--- src/rtl/ctrl_sequencer.sv ---
// Registered multi-cycle control sequencer: one opcode per handshake, load stretching,
// branch bubbles, stall/flush. Define CTRL_SEQ_PERF_EN to add retired/stall_cycles counters.
module ctrl_sequencer #(
   parameter int MCODEBITS  = 3,
   parameter int OPWIDTH    = 3,
   parameter int MEM_LAT    = 2,
   parameter int BR_BUBBLES = 1
) (
   input  logic                 clk,
   input  logic                 reset,
   input  logic                 instr_valid,
   input  logic [MCODEBITS-1:0] instr,
   output logic                 instr_ready,
   input  logic                 stall,
   input  logic                 flush,
   output logic                 ctrl_valid,
   output logic                 RegDst,
   output logic                 Branch,
   output logic                 MemtoReg,
   output logic                 MemWrite,
   output logic                 ALUSrc,
   output logic                 RegWrite,
   output logic [OPWIDTH-1:0]   ALUOp,
   output logic                 illegal
`ifdef CTRL_SEQ_PERF_EN
   ,
   output logic [31:0]          retired,
   output logic [31:0]          stall_cycles
`endif
);

   localparam int CNT_MAX = (MEM_LAT > BR_BUBBLES) ? MEM_LAT : BR_BUBBLES;
   localparam int CNT_W   = (CNT_MAX > 1) ? $clog2(CNT_MAX) : 1;
   localparam int BR_INIT = (BR_BUBBLES > 0) ? BR_BUBBLES - 1 : 0;

   typedef enum logic [1:0] {RUN, MEM_WAIT, BUBBLE} state_t;

   typedef struct packed {
      logic       cv;
      logic       br;
      logic       m2r;
      logic       mw;
      logic       src;
      logic       rw;
      logic [2:0] op;
   } ctrl_t;

   localparam ctrl_t NOP = '{cv: 1'b0, br: 1'b0, m2r: 1'b0, mw: 1'b0,
                             src: 1'b0, rw: 1'b0, op: 3'b111};

   state_t           state_q, state_d;
   logic [CNT_W-1:0] cnt_q, cnt_d;
   ctrl_t            ctrl_q, ctrl_d;
   logic             ill_q, ill_d;
   logic             accept;
   logic             op_illegal;

   generate
      if (MCODEBITS > 3) begin : g_wide
         assign op_illegal = |instr[MCODEBITS-1:3];
      end else begin : g_narrow
         assign op_illegal = 1'b0;
      end
   endgenerate

   // Load strobes carry cv/rw = 0 here; the wait-state logic raises them on the final cycle.
   function automatic ctrl_t decode(input logic [2:0] op);
      ctrl_t d;
      d    = NOP;
      d.cv = 1'b1;
      case (op)
         3'b000: begin d.rw = 1'b1; d.op = 3'b000; end
         3'b001: begin d.rw = 1'b1; d.op = 3'b001; end
         3'b010: begin d.rw = 1'b1; d.op = 3'b010; end
         3'b011: begin d.m2r = 1'b1; d.cv = 1'b0; end
         3'b100: d.mw = 1'b1;
         3'b101: d.rw = 1'b1;
         3'b110: begin d.br = 1'b1; d.op = 3'b011; end
         default: begin d.src = 1'b1; d.rw = 1'b1; d.op = 3'b110; end
      endcase
      return d;
   endfunction

   assign instr_ready = (state_q == RUN) && !stall && !flush && !ill_q;
   assign accept      = instr_valid && instr_ready;

   always_comb begin
      // NOTE: every variable gets a default first so no path can infer a latch.
      state_d = state_q;
      cnt_d   = cnt_q;
      ctrl_d  = ctrl_q;
      ill_d   = ill_q;
      if (flush) begin
         state_d = RUN;
         cnt_d   = '0;
         ctrl_d  = NOP;
      end else if (!stall) begin
         case (state_q)
            RUN: begin
               ctrl_d = NOP;
               if (accept) begin
                  if (op_illegal) begin
                     ill_d = 1'b1;
                  end else begin
                     ctrl_d = decode(instr[2:0]);
                     if (instr[2:0] == 3'b011) begin
                        state_d   = MEM_WAIT;
                        cnt_d     = CNT_W'(MEM_LAT - 1);
                        ctrl_d.rw = (MEM_LAT == 1);
                        ctrl_d.cv = (MEM_LAT == 1);
                     end else if (instr[2:0] == 3'b110 && BR_BUBBLES > 0) begin
                        state_d = BUBBLE;
                        cnt_d   = CNT_W'(BR_INIT);
                     end
                  end
               end
            end
            MEM_WAIT: begin
               if (cnt_q == '0) begin
                  state_d = RUN;
                  ctrl_d  = NOP;
               end else begin
                  cnt_d      = cnt_q - CNT_W'(1);
                  ctrl_d     = decode(3'b011);
                  ctrl_d.rw  = (cnt_q == CNT_W'(1));
                  ctrl_d.cv  = (cnt_q == CNT_W'(1));
               end
            end
            BUBBLE: begin
               ctrl_d = NOP;
               // The branch strobe itself occupies the first BUBBLE cycle; bubbles count after it.
               if (!ctrl_q.br) begin
                  if (cnt_q == '0) state_d = RUN;
                  else             cnt_d   = cnt_q - CNT_W'(1);
               end
            end
            default: begin
               state_d = RUN;
               cnt_d   = '0;
               ctrl_d  = NOP;
            end
         endcase
      end
   end

   always_ff @(posedge clk) begin
      // NOTE: state registers use non-blocking assignments so all flops update together.
      if (reset) begin
         state_q <= RUN;
         cnt_q   <= '0;
         ctrl_q  <= NOP;
         ill_q   <= 1'b0;
      end else begin
         state_q <= state_d;
         cnt_q   <= cnt_d;
         ctrl_q  <= ctrl_d;
         ill_q   <= ill_d;
      end
   end

   // Held strobes stay registered during stall but must not fire twice.
   assign ctrl_valid = ctrl_q.cv & ~stall;
   assign MemWrite   = ctrl_q.mw & ~stall;
   assign RegWrite   = ctrl_q.rw & ~stall;
   assign RegDst     = 1'b0;
   assign Branch     = ctrl_q.br;
   assign MemtoReg   = ctrl_q.m2r;
   assign ALUSrc     = ctrl_q.src;
   assign ALUOp      = OPWIDTH'(ctrl_q.op);
   assign illegal    = ill_q;

`ifdef CTRL_SEQ_PERF_EN
   always_ff @(posedge clk) begin
      if (reset) begin
         retired      <= '0;
         stall_cycles <= '0;
      end else begin
         if (ctrl_valid) retired      <= retired + 32'd1;
         if (stall)      stall_cycles <= stall_cycles + 32'd1;
      end
   end
`else
   // Performance counters are not built in this configuration.
`endif

endmodule

--- config.mk ---
export PLATFORM = sky130hd
export DESIGN_NAME = ctrl_sequencer
export DESIGN_NICKNAME = d
export VERILOG_FILES = /design/src/rtl/ctrl_sequencer.sv
export SDC_FILE = /design/constraint.sdc
export NUM_CORES = 1
export LEC_CHECK = 0
export CAP_MARGIN = 20
export CORE_UTILIZATION = 40
export DETAILED_ROUTE_END_ITERATION = 10
export PLACE_DENSITY = 0.77
export SLEW_MARGIN = 20
export SYNTH_ARGS = -nofsm -noshare
export SYNTH_HDL_FRONTEND = slang
export SYNTH_SLANG_ARGS = --single-unit
--- constraint.sdc ---
create_clock -name clk -period 1.55 [get_ports clk]
set_input_delay 0.465 -clock clk [delete_from_list [all_inputs] [get_ports clk]]
set_output_delay 0.465 -clock clk [all_outputs]
set_load 0.02 [all_outputs]
# == Word level (Yosys, flattened, before mapping) ==
# Index checks and enable logic that the tools add are counted.
# classes
n_addsub,1
n_eq_ne,11
n_mux,23
n_bitwise,4
reduce_logical,12
# ops
op,n
$mux 9,2
$pmux 9 s2,1
$pmux 3 s5,1
$mux 1,12
$mux 2,5
$eq 3x3->1 const B,3
$reduce_or 7->1,1
$eq 3x2->1 const B,2
$pmux 2 s3,1
$ne 2x2->1 const B,2
$reduce_and 4->1,1
$reduce_or 2->1,2
$and 1x1->1,3
$eq 3x1->1 const B,1
$logic_and 1x1->1,3
$logic_not 3->1,1
$ne 3x1->1 const B,1
$pmux 1 s3,1
$reduce_or 3->1,1
$eq 2x1->1 const B,1
$eq 2x2->1 const B,1
$logic_not 1->1,2
$logic_not 2->1,1
$not 1->1,1
$sub 1x1->1 const B,1
# totals
register_bits,12
in_bits,8
out_inout_bits,12
elab_cells,60

# == Depth between registers and ports, before layout ==
# Gate-level depths: netlist of the first run.
# depth
depth_word,6
mapped_depth,5
depth_no_buf,5

# == Worst setup path after synthesis of the first run ==
# Ideal clock, no wire load.
# synth_path
kind,input-to-output
startpoint,in stall
endpoint,out instr_ready
t_arrival_ns,1.311
required_time_ns,1.085
path_slack_ns,-0.226
path_stages,3
path_buffers,2
cell_sequence,buf_6 -> clkbuf_1 -> nor3b_1
# synth_between
elab_chain_len,3
# synth_rtl
element,line_no,source
"start, declared",14,"input logic stall,"
$logic_not 1->1,n/a,
$logic_and 1x1->1 (2 in series),84,assign instr_ready = (state_q == RUN) && !stall && !flush && !ill_q;
"end, declared",13,"output logic instr_ready,"
# Every way passes these cells.

# == Final worst setup path of the first run ==
# layout_path
startpoint,reg state_q[0]
endpoint,out instr_ready
# layout_between
elab_chain_len,3
# layout_rtl
element,line_no,source
"start, declared",51,"state_t state_q, state_d;"
"start signal, assigned",154,state_q <= state_d;
$logic_not 2->1,84,
$logic_and 1x1->1 (2 in series),84,
# Every way passes these cells.

==> flow_metrics.env, run 1 <==
export IMPL_setup_viol=1
export IMPL_dp_cells=136
export IMPL_ys_seq_area_frac=0.315
export IMPL_htree_levels=1
export IMPL_grt_use_total=0.191
export IMPL_critPathCaptureType="output pin"
export IMPL_cts_tree="built"
export IMPL_crit_required_ns=1.08
export IMPL_r2r_end="state_q[1]"
export IMPL_setup_worst_path_end="instr_ready"
export IMPL_drt_iter0_drc=8
export IMPL_clk_latency_ns=0.28
export IMPL_cp_start_kind="flop"
export IMPL_rsz0062_at_grt="yes"
export IMPL_synth_edf_count=0
export IMPL_powerDensity_nw_per_um2=634
export IMPL_worstPathCellList="inv_2 > ha_4 > nor3b_4 > buf_6"
export IMPL_report_final_slew_viol_count=0
export IMPL_critPathKind="flop to output pin"
export IMPL_design_area_um2=1100
export IMPL_path_clk_slew_ns=0.07
export IMPL_period_minus_slack_ns=1.60
export IMPL_gp_congestion=0.813
export IMPL_cp_startpoint="state_q[0]"
export IMPL_crit_path_max_incr_delay_ns=0.33
export IMPL_yosysTopAreaCellShare=0.315
export IMPL_vias_per_cell=5.04
export IMPL_final_cell_mix="buf_4 (16), dfxtp_1 (11), nor2b_1 (8), nand3_1 (7), dlygate4sd2_1 (7)"
export IMPL_grt_first_pass_wirelength_um=2740
export IMPL_hold_violations=0
export IMPL_layout_setup_ws_ns=-0.0452
export IMPL_synth_seq_cells=12
export IMPL_grt_overflow=0
export IMPL_drc=0
export IMPL_violations="negative setup slack"
export IMPL_cp_data_arrival_time_ns=1.13
export IMPL_fin_crit_sh=1.03
export IMPL_syn_area_um2=763
export IMPL_initial_core_util=0.433
export IMPL_r2r_cells=6
export IMPL_final_common_cell="buf_4"
export IMPL_syn_to_final_growth_pct=43.6
export IMPL_path_buf_inv=2
export IMPL_ys_types=38
export IMPL_drive_above_1_share=0.319
export IMPL_fin_cells=141
export IMPL_ir_worst_vdd_mv=0.596
export IMPL_ant_nets=0
export IMPL_crit_fanout=2
export IMPL_holdBufCountCts=0
export IMPL_nets=128
export IMPL_r2r_slack_ns=0.14
export IMPL_p_leak_nw=0.446
export IMPL_tns_ns=-0.0452
export IMPL_hpwl_um=1290
export IMPL_die_h_um=45.7
export IMPL_numCtsBuffers=3
export IMPL_synth_area_leaders="dfxtp_1 (31%), nor2b_1 (9.0%), buf_4 (4.9%), ha_1 (4.9%), nand3_1 (4.6%)"
export IMPL_grt_max_degree=12
export IMPL_insertedDiodeCount=0
export IMPL_core_area_um2=1760
export IMPL_die_area_um2=2090
export IMPL_place_area_um2=1020
export IMPL_slowest_stage="dfxtp_2"
export IMPL_clock_skew_ns=0.00235
export IMPL_yosys_area_top_type="dfxtp_1"
export IMPL_path_depth=4
export IMPL_syn_inst=89
export IMPL_io_buffers=17
export IMPL_async_flop_share=0
export IMPL_r2r_start="state_q[0]"
export IMPL_cap_violations=0
export IMPL_cts_buffer_depth=2
export IMPL_antenna_found_initial=0
export IMPL_grt_pass1_vias=622
export IMPL_clockRootBuffer="clkbuf_4"
export IMPL_row_count=15
export IMPL_clkSinkCount=12
export IMPL_route_vias_total=710
export IMPL_first_pass_iters=4
export IMPL_whs_ns=0.460
export IMPL_io_pins=20
export IMPL_ys_warn_count=0
export IMPL_status="finished, violations left"
export IMPL_cp_top_family="flip-flops"
export IMPL_fmax_ghz=0.627
export IMPL_wl_um=1680
export IMPL_syn_area_per_cell_um2=8.58
export IMPL_fillers=163
export IMPL_ys_flop_type="dfxtp_1"
export IMPL_min_path_type="flop to flop"
export IMPL_fp_dieW_um=45.7
export IMPL_wl_per_cell_um=11.9
-- logic make-up after synthesis --
family,after synthesis,share of synthesized area
buffers and inverters,12,0.0951
AO/OA/AOI/OAI,19,0.172
flip-flops,12,0.315
AND/OR/NAND/NOR,41,0.352
XOR/XNOR,1,0.0115
adder cells (fa/ha/maj),3,0.0492
other,1,0.00491
-- report_power, final --
part / leakage, nW / switching [mW] / internal (mW)
sequential: 0.0977 / 0.00233 / 0.313
clock: 0.0210 / 0.104 / 0.143
combinational: 0.327 / 0.0669 / 0.0665
-- through the flow --
stage	worst slack (ns)	util	total power [mW]
2_1_floorplan	-0.0360	-	0.399
3_3_place_gp	-0.739	0.578	0.448
3_5_place_dp	-0.746	0.578	0.450
4_1_cts	-0.109	0.595	0.700
5_1_grt	-0.0893	0.621	0.727
6_report	-0.0452	0.621	0.695
-- metal layers --
layer  global-route usage  up-vias  wire (um)
li1                     -      369          -
met1                0.232      326        755
met2                0.294       11        826
met3               0.0714        4         59
met4               0.0909        0         35
met5                    0        -          0
-- flip-flops by register name, summed over array words and instances, names as in the netlist --
signal / count
ALUSrc: 1
ctrl_q: 3
cnt_q: 1
ALUOp: 3
state_q: 2
MemtoReg: 1
Branch: 1
-- cell usage after synthesis, types with 3 or more instances --
library cell and count:
nand2_1 4, a21oi_1 5, dfxtp_1 12, nor3_1 3, buf_4 5, clkbuf_1 3
nor2b_1 11, ha_1 3, nand3_1 7
-- repair_timing --
action                                  CTS  global route
endpoints found under the setup margin   14             6
buffers inserted                          1             0
pin swaps                                 1             0
gates resized for setup                  30            16
-- area by class of cell --
class / count / area, um2 / area share
sequential: 12 / 241 / 0.220
multi-input combinational: 66 / 497 / 0.453
timing repair buffer: 32 / 283 / 0.258
tap: 25 / 31.3 / 0.0285
inverter: 2 / 7.51 / 0.00685
clock buffer: 4 / 36.3 / 0.0331
-- tightest hold or removal path, stage by stage (launching register included) --
cell and delay, ns:
dfxtp_1 0.31, nand2_1 0.05, a21oi_1 0.05
-- worst min-delay path by stage --
stage	startpoint	end	cells past startpoint
after floorplan	ctrl_q[5]	ctrl_q[5]	2
after detailed placement	ctrl_q[5]	ctrl_q[5]	2
after CTS	ctrl_q[5]	ctrl_q[5]	2
after global placement	ctrl_q[5]	ctrl_q[5]	2
after global routing	ctrl_q[5]	ctrl_q[5]	2
final	ctrl_q[5]	ctrl_q[5]	2
No activity file was read; power rests on OpenSTA's default activity.
==> inputs of run 2 (changes only) <==
- CTS_BUF_LIST: not set -> sky130_fd_sc_hd__clkbuf_8
==> run 2 against run 1 <==
Effect of this change: the run still ends with negative setup slack left; hold slack is essentially flat; first-iteration DRC count is 63% higher; global-route usage is 0.41 points higher; register-to-register slack about the same; die area unchanged; sequential cell count did not move; critical path depth unchanged; sequential share of layout area is 0.050 points lower; clock skew increased by 0.0013 ns; final area rose by 0.23%; maximum frequency increased by 2.6%; sequential power hardly changed.
==> flow_metrics.env, run 2 (synthesis gave the netlist of run 1 again) <==
export IMPL_final_cell_mix="buf_4 (15), dfxtp_1 (11), nor2b_1 (11), nand3_1 (7), dlygate4sd2_1 (7)"
export IMPL_holdBufCountCts=0
export IMPL_insertedDiodeCount=0
export IMPL_crit_fanout=2
export IMPL_initial_core_util=0.433
export IMPL_gp_congestion=0.813
export IMPL_core_area_um2=1760
export IMPL_fin_cells=141
export IMPL_crit_required_ns=1.08
export IMPL_grt_max_degree=12
export IMPL_path_clk_slew_ns=0.05
export IMPL_drc=0
export IMPL_rsz0062_at_grt="yes"
export IMPL_clock_power_share=0.432
export IMPL_p_int_mw=0.602
export IMPL_io_buffers=17
export IMPL_io_pins=20
export IMPL_cts_tree="built"
export IMPL_setup_viol=1
export IMPL_die_h_um=45.7
export IMPL_p_sw_frac=0.237
export IMPL_htree_levels=1
export IMPL_final_common_cell="buf_4"
export IMPL_syn_to_final_growth_pct=43.9
export IMPL_clockRootBuffer="clkbuf_8"
export IMPL_dp_cells=136
export IMPL_cap_violations=0
export IMPL_cts_buffer_depth=2
export IMPL_ir_worst_vdd_mv=0.715
export IMPL_grt_use_total=0.195
export IMPL_hpwl_um=1290
export IMPL_grt_pass1_vias=627
export IMPL_p_leak_nw=0.461
export IMPL_cp_data_arrival_time_ns=1.09
export IMPL_numCtsBuffers=3
export IMPL_clkSinkCount=12
export IMPL_drt_iter0_drc=13
export IMPL_wl_per_cell_um=12.9
export IMPL_first_pass_iters=4
export IMPL_grt_overflow=0
export IMPL_nets=128
export IMPL_clock_skew_ns=0.00368
export IMPL_report_final_slew_viol_count=0
export IMPL_critPathCaptureType="output pin"
export IMPL_route_vias_total=732
export IMPL_row_count=15
export IMPL_critPathKind="flop to output pin"
export IMPL_min_path_type="flop to flop"
export IMPL_clk_latency_ns=0.25
export IMPL_ant_nets=0
export IMPL_fmax_ghz=0.643
export IMPL_whs_ns=0.460
export IMPL_grt_first_pass_wirelength_um=2790
export IMPL_violations="negative setup slack"
export IMPL_cp_start_kind="flop"
export IMPL_seq_power_share=0.400
export IMPL_layout_setup_ws_ns=-0.00520
export IMPL_fin_crit_sh=1.00
export IMPL_powerDensity_nw_per_um2=718
export IMPL_fp_dieW_um=45.7
export IMPL_wl_um=1820
export IMPL_hold_violations=0
export IMPL_combPwrFrac=0.168
export IMPL_status="finished, violations left"
export IMPL_switchingPower_mw=0.187
export IMPL_vias_per_cell=5.19
export IMPL_antenna_found_initial=0
export IMPL_period_minus_slack_ns=1.56
export IMPL_die_area_um2=2090
export IMPL_drive_above_1_share=0.310
-- run 2: power groups by stage --
stage	Clock (mW)	Sequential (mW)	Combinational [mW]
final	0.341	0.316	0.133
after global routing	0.359	0.316	0.143
after CTS	0.347	0.316	0.129
after detailed placement	0	0.322	0.128
after global placement	0	0.322	0.126
after floorplan	0	0.323	0.0756
-- run 2: worst paths after layout --
path | startpoint | endpoint | slack, ns | cells after the start
worst min register to register | ctrl_q[5] | ctrl_q[5] | 0.46 | 2
worst max-delay path | state_q[0] | instr_ready | -0.005 | 4
worst min-delay path | ctrl_q[5] | ctrl_q[5] | 0.46 | 2
worst max register to register | state_q[0] | state_q[1] | 0.14 | 6
-- run 2: layout make-up --
class	count	area [um2]
well taps	25	31.3
inverters	2	7.51
multi-input cells	66	492
repair buffers	32	272
clock buffers	4	55.1
fillers	166	666
flip-flops and latches	12	241
-- run 2: metrics by stage --
step           setup WS [ns]  cell area, um2  setup TNS [ns]  utilization  total power [mW]
2_1_floorplan        -0.0360             778          -0.108            -             0.399
3_3_place_gp          -0.739            1020           -5.89        0.578             0.448
3_5_place_dp          -0.746            1020           -6.15        0.578             0.450
4_1_cts              -0.0615            1070         -0.0615        0.606             0.791
5_1_grt              -0.0425            1100         -0.0425        0.623             0.818
6_report            -0.00520            1100        -0.00520        0.623             0.789
-- run 2: per-layer routing --
layer / global-route usage / vias to the layer above / routed length [um]
li1: - / 369 / -
met1: 0.234 / 341 / 841
met2: 0.306 / 16 / 859
met3: 0.0714 / 6 / 76
met4: 0.0909 / 0 / 44
met5: 0 / - / 0
-- run 2: timing repair --
action | CTS | global route
gates resized for setup | 30 | 12
endpoints found under the setup margin | 17 | 9
endpoints found under the hold margin | 0 | 0
pin swaps | 1 | 1
buffers inserted | 1 | 0
-- run 2: critical path: stages, from the launching register on --
cell and delay (ns):
dfxtp_2 0.32, inv_2 0.07, ha_4 0.14, nor3b_4 0.17, buf_6 0.14
==> inputs of run 3 (changes only) <==
- ABC_AREA: not set -> 1
- PLACE_DENSITY: 0.77 -> 0.78
- RECOVER_POWER: not set -> 25
- SETUP_SLACK_MARGIN: not set -> 0.2
==> run 3 against run 2 <==
Effect of this change: the flow finishes with violations (design-rule violations); via count grew 11%; sequential cell count stayed put; sequential share of layout area is 1.1 points lower; non-clock buffer count is 8 higher; cell count is 20% higher; global-route usage increased by 1.9 points; worst setup slack gained 0.11 ns; hold slack improved by 0.0057 ns; largest power group unchanged; highest routed layer unchanged.
==> flow_metrics.env, run 3 <==
export IMPL_p_leak_nw=0.534
export IMPL_combPwrFrac=0.180
export IMPL_die_h_um=44.3
export IMPL_p_sw_frac=0.251
export IMPL_yosysTopAreaCellShare=0.336
export IMPL_crit_path_max_incr_delay_ns=0.33
export IMPL_fp_dieW_um=44.3
export IMPL_slowest_stage="dfxtp_2"
export IMPL_row_count=14
export IMPL_syn_area_um2=714
export IMPL_syn_area_per_cell_um2=6.74
export IMPL_synth_commonest_cells="nand2_1 (24), inv_1 (14), dfxtp_1 (12)"
export IMPL_cap_violations=0
export IMPL_core_area_um2=1590
export IMPL_synth_most_common_cell="nand2_1"
export IMPL_cp_top_family="flip-flops"
export IMPL_io_buffers=17
export IMPL_grt_overflow=0
export IMPL_numCtsBuffers=3
export IMPL_synth_seq_cells=12
export IMPL_violations="design-rule violations"
export IMPL_insertedDiodeCount=0
export IMPL_hold_violations=0
export IMPL_clkSinkCount=12
export IMPL_vias_per_cell=4.80
export IMPL_critPathKind="flop to output pin"
export IMPL_crit_fanout=2
export IMPL_synth_edf_count=0
export IMPL_setup_viol=0
export IMPL_fmax_ghz=0.694
export IMPL_drt_iter0_drc=20
export IMPL_grt_max_degree=8
export IMPL_pre_cts_ws_ns=-0.753
export IMPL_drc=1
export IMPL_min_path_type="flop to flop"
export IMPL_cp_start_kind="flop"
export IMPL_cp_data_arrival_time_ns=0.98
export IMPL_grt_pass1_vias=772
export IMPL_rsz0062_at_grt="yes"
export IMPL_crit_required_ns=1.08
export IMPL_holdBufCountCts=0
export IMPL_fin_cells=169
export IMPL_cts_tree="built"
export IMPL_tns_ns=0
export IMPL_cts_buffer_depth=2
export IMPL_fillers=127
export IMPL_worstPathCellList="inv_2 > ha_4 > nand2_2 > inv_2 > buf_6"
export IMPL_die_area_um2=1960
export IMPL_seq_power_share=0.391
export IMPL_path_clk_slew_ns=0.05
export IMPL_ir_worst_vdd_mv=0.418
export IMPL_ys_flop_type="dfxtp_1"
export IMPL_final_common_cell="nand2_1"
export IMPL_regArea_um2=245
export IMPL_grt_first_pass_wirelength_um=3020
export IMPL_gp_congestion=0.881
export IMPL_synth_area_leaders="dfxtp_1 (34%), nand2_1 (13%), inv_1 (7.4%), nand3_1 (7.0%), nor2_1 (5.8%)"
export IMPL_syn_inst=106
export IMPL_ys_warn_count=0
export IMPL_total_power_mw=0.807
export IMPL_grt_use_total=0.214
export IMPL_ant_nets=0
export IMPL_p_int_mw=0.605
export IMPL_fin_crit_sh=0.929
export IMPL_clock_power_share=0.429
export IMPL_r2r_cells=8
export IMPL_hpwl_um=1310
export IMPL_period_minus_slack_ns=1.44
export IMPL_report_final_slew_viol_count=0
export IMPL_path_common_cell="inv_2"
export IMPL_path_depth=5
export IMPL_syn_to_final_growth_pct=64.4
export IMPL_dp_cells=159
export IMPL_min_from="ctrl_q[5]"
export IMPL_final_cell_mix="nand2_1 (21), buf_4 (20), inv_1 (11), dfxtp_1 (8), nor2_1 (8)"
export IMPL_multi_input_comb_area_um2=439
export IMPL_io_pins=20
export IMPL_switchingPower_mw=0.202
export IMPL_layout_setup_ws_ns=0.110
export IMPL_htree_levels=1
export IMPL_async_flop_share=0
export IMPL_wl_um=1970
export IMPL_nets=157
export IMPL_ys_types=21
export IMPL_r2r_start="state_q[1]"
export IMPL_status="finished, violations left"
export IMPL_wl_per_cell_um=11.7
export IMPL_ys_seq_area_frac=0.336
export IMPL_route_vias_total=811
export IMPL_first_pass_iters=9
export IMPL_clk_latency_ns=0.24
export IMPL_clockRootBuffer="clkbuf_8"
export IMPL_cp_startpoint="state_q[1]"
export IMPL_clock_skew_ns=0.00546
export IMPL_initial_core_util=0.448
export IMPL_hold_depth=2
export IMPL_antenna_found_initial=0
export IMPL_yosys_area_top_type="dfxtp_1"
export IMPL_critPathCaptureType="output pin"
export IMPL_path_buf_inv=3
export IMPL_drive_above_1_share=0.448
export IMPL_powerDensity_nw_per_um2=687
==> run 3: what timing repair did <==
action | CTS | global route
setup buffers | 5 | 1
pin swaps | 6 | 5
endpoints found under the setup margin | 22 | 16
resized for setup | 66 | 17
==> run 3: through the flow <==
step | hold WS, ns | cell area, um2 | util
5_1_grt | 0.490 | 1170 | 0.737
4_1_cts | 0.469 | 1150 | 0.720
3_3_place_gp | 0.455 | 1000 | 0.630
6_report | 0.466 | 1170 | 0.737
2_1_floorplan | 0.443 | 718 | -
3_5_place_dp | 0.456 | 1000 | 0.630
==> run 3: final cells by class <==
class	count	area share
repair buffers	40	0.288
multi-input cells	71	0.374
well taps	24	0.0256
flip-flops and latches	12	0.209
inverters	18	0.0575
clock buffers	4	0.0469
==> run 3: routing by layer <==
metal	global-route usage	routed length, um
met1	0.223	764
met2	0.397	1100
met3	0.0286	66
met4	0.133	39
met5	0	0
==> run 3: path summary, 6_finish.rpt <==
| check | endpoint | slack (ns) |
|---|---|---|
| hold / removal | ctrl_q[5] | 0.47 |
| hold reg to reg | ctrl_q[5] | 0.47 |
| setup / recovery | instr_ready | 0.11 |
| setup reg to reg | ALUOp[2] | 0.23 |
==> run 3: power groups by stage <==
stage               clock (mW)  sequential [mW]  combinational [mW]
CTS                      0.354            0.316               0.138
finish                   0.346            0.316               0.145
global route             0.365            0.316               0.156
floorplan                    0            0.323              0.0642
detailed placement           0            0.322               0.126
global placement             0            0.322               0.124
==> run 3: kinds of logic (layout without fill, tap and decap cells) <==
logic type                 Yosys count  count (layout)  share of synthesized area
DFF                                 12              12                      0.336
adders and majority gates            3               3                     0.0525
other                                1               2                    0.00525
buffers and inverters               24              62                      0.154
and+or+nand+nor                     54              54                      0.352
AOI/OAI and AO/OA                   12              12                     0.0998
==> run 3: worst reg2reg max path, cell delays in order, from the launching register on <==
cell     delay (ns)
dfxtp_2        0.33
inv_2          0.05
buf_4          0.12
buf_4          0.12
ha_1           0.22
inv_1          0.11
nand4_1        0.13
nand3_1        0.09
nand3_1        0.06
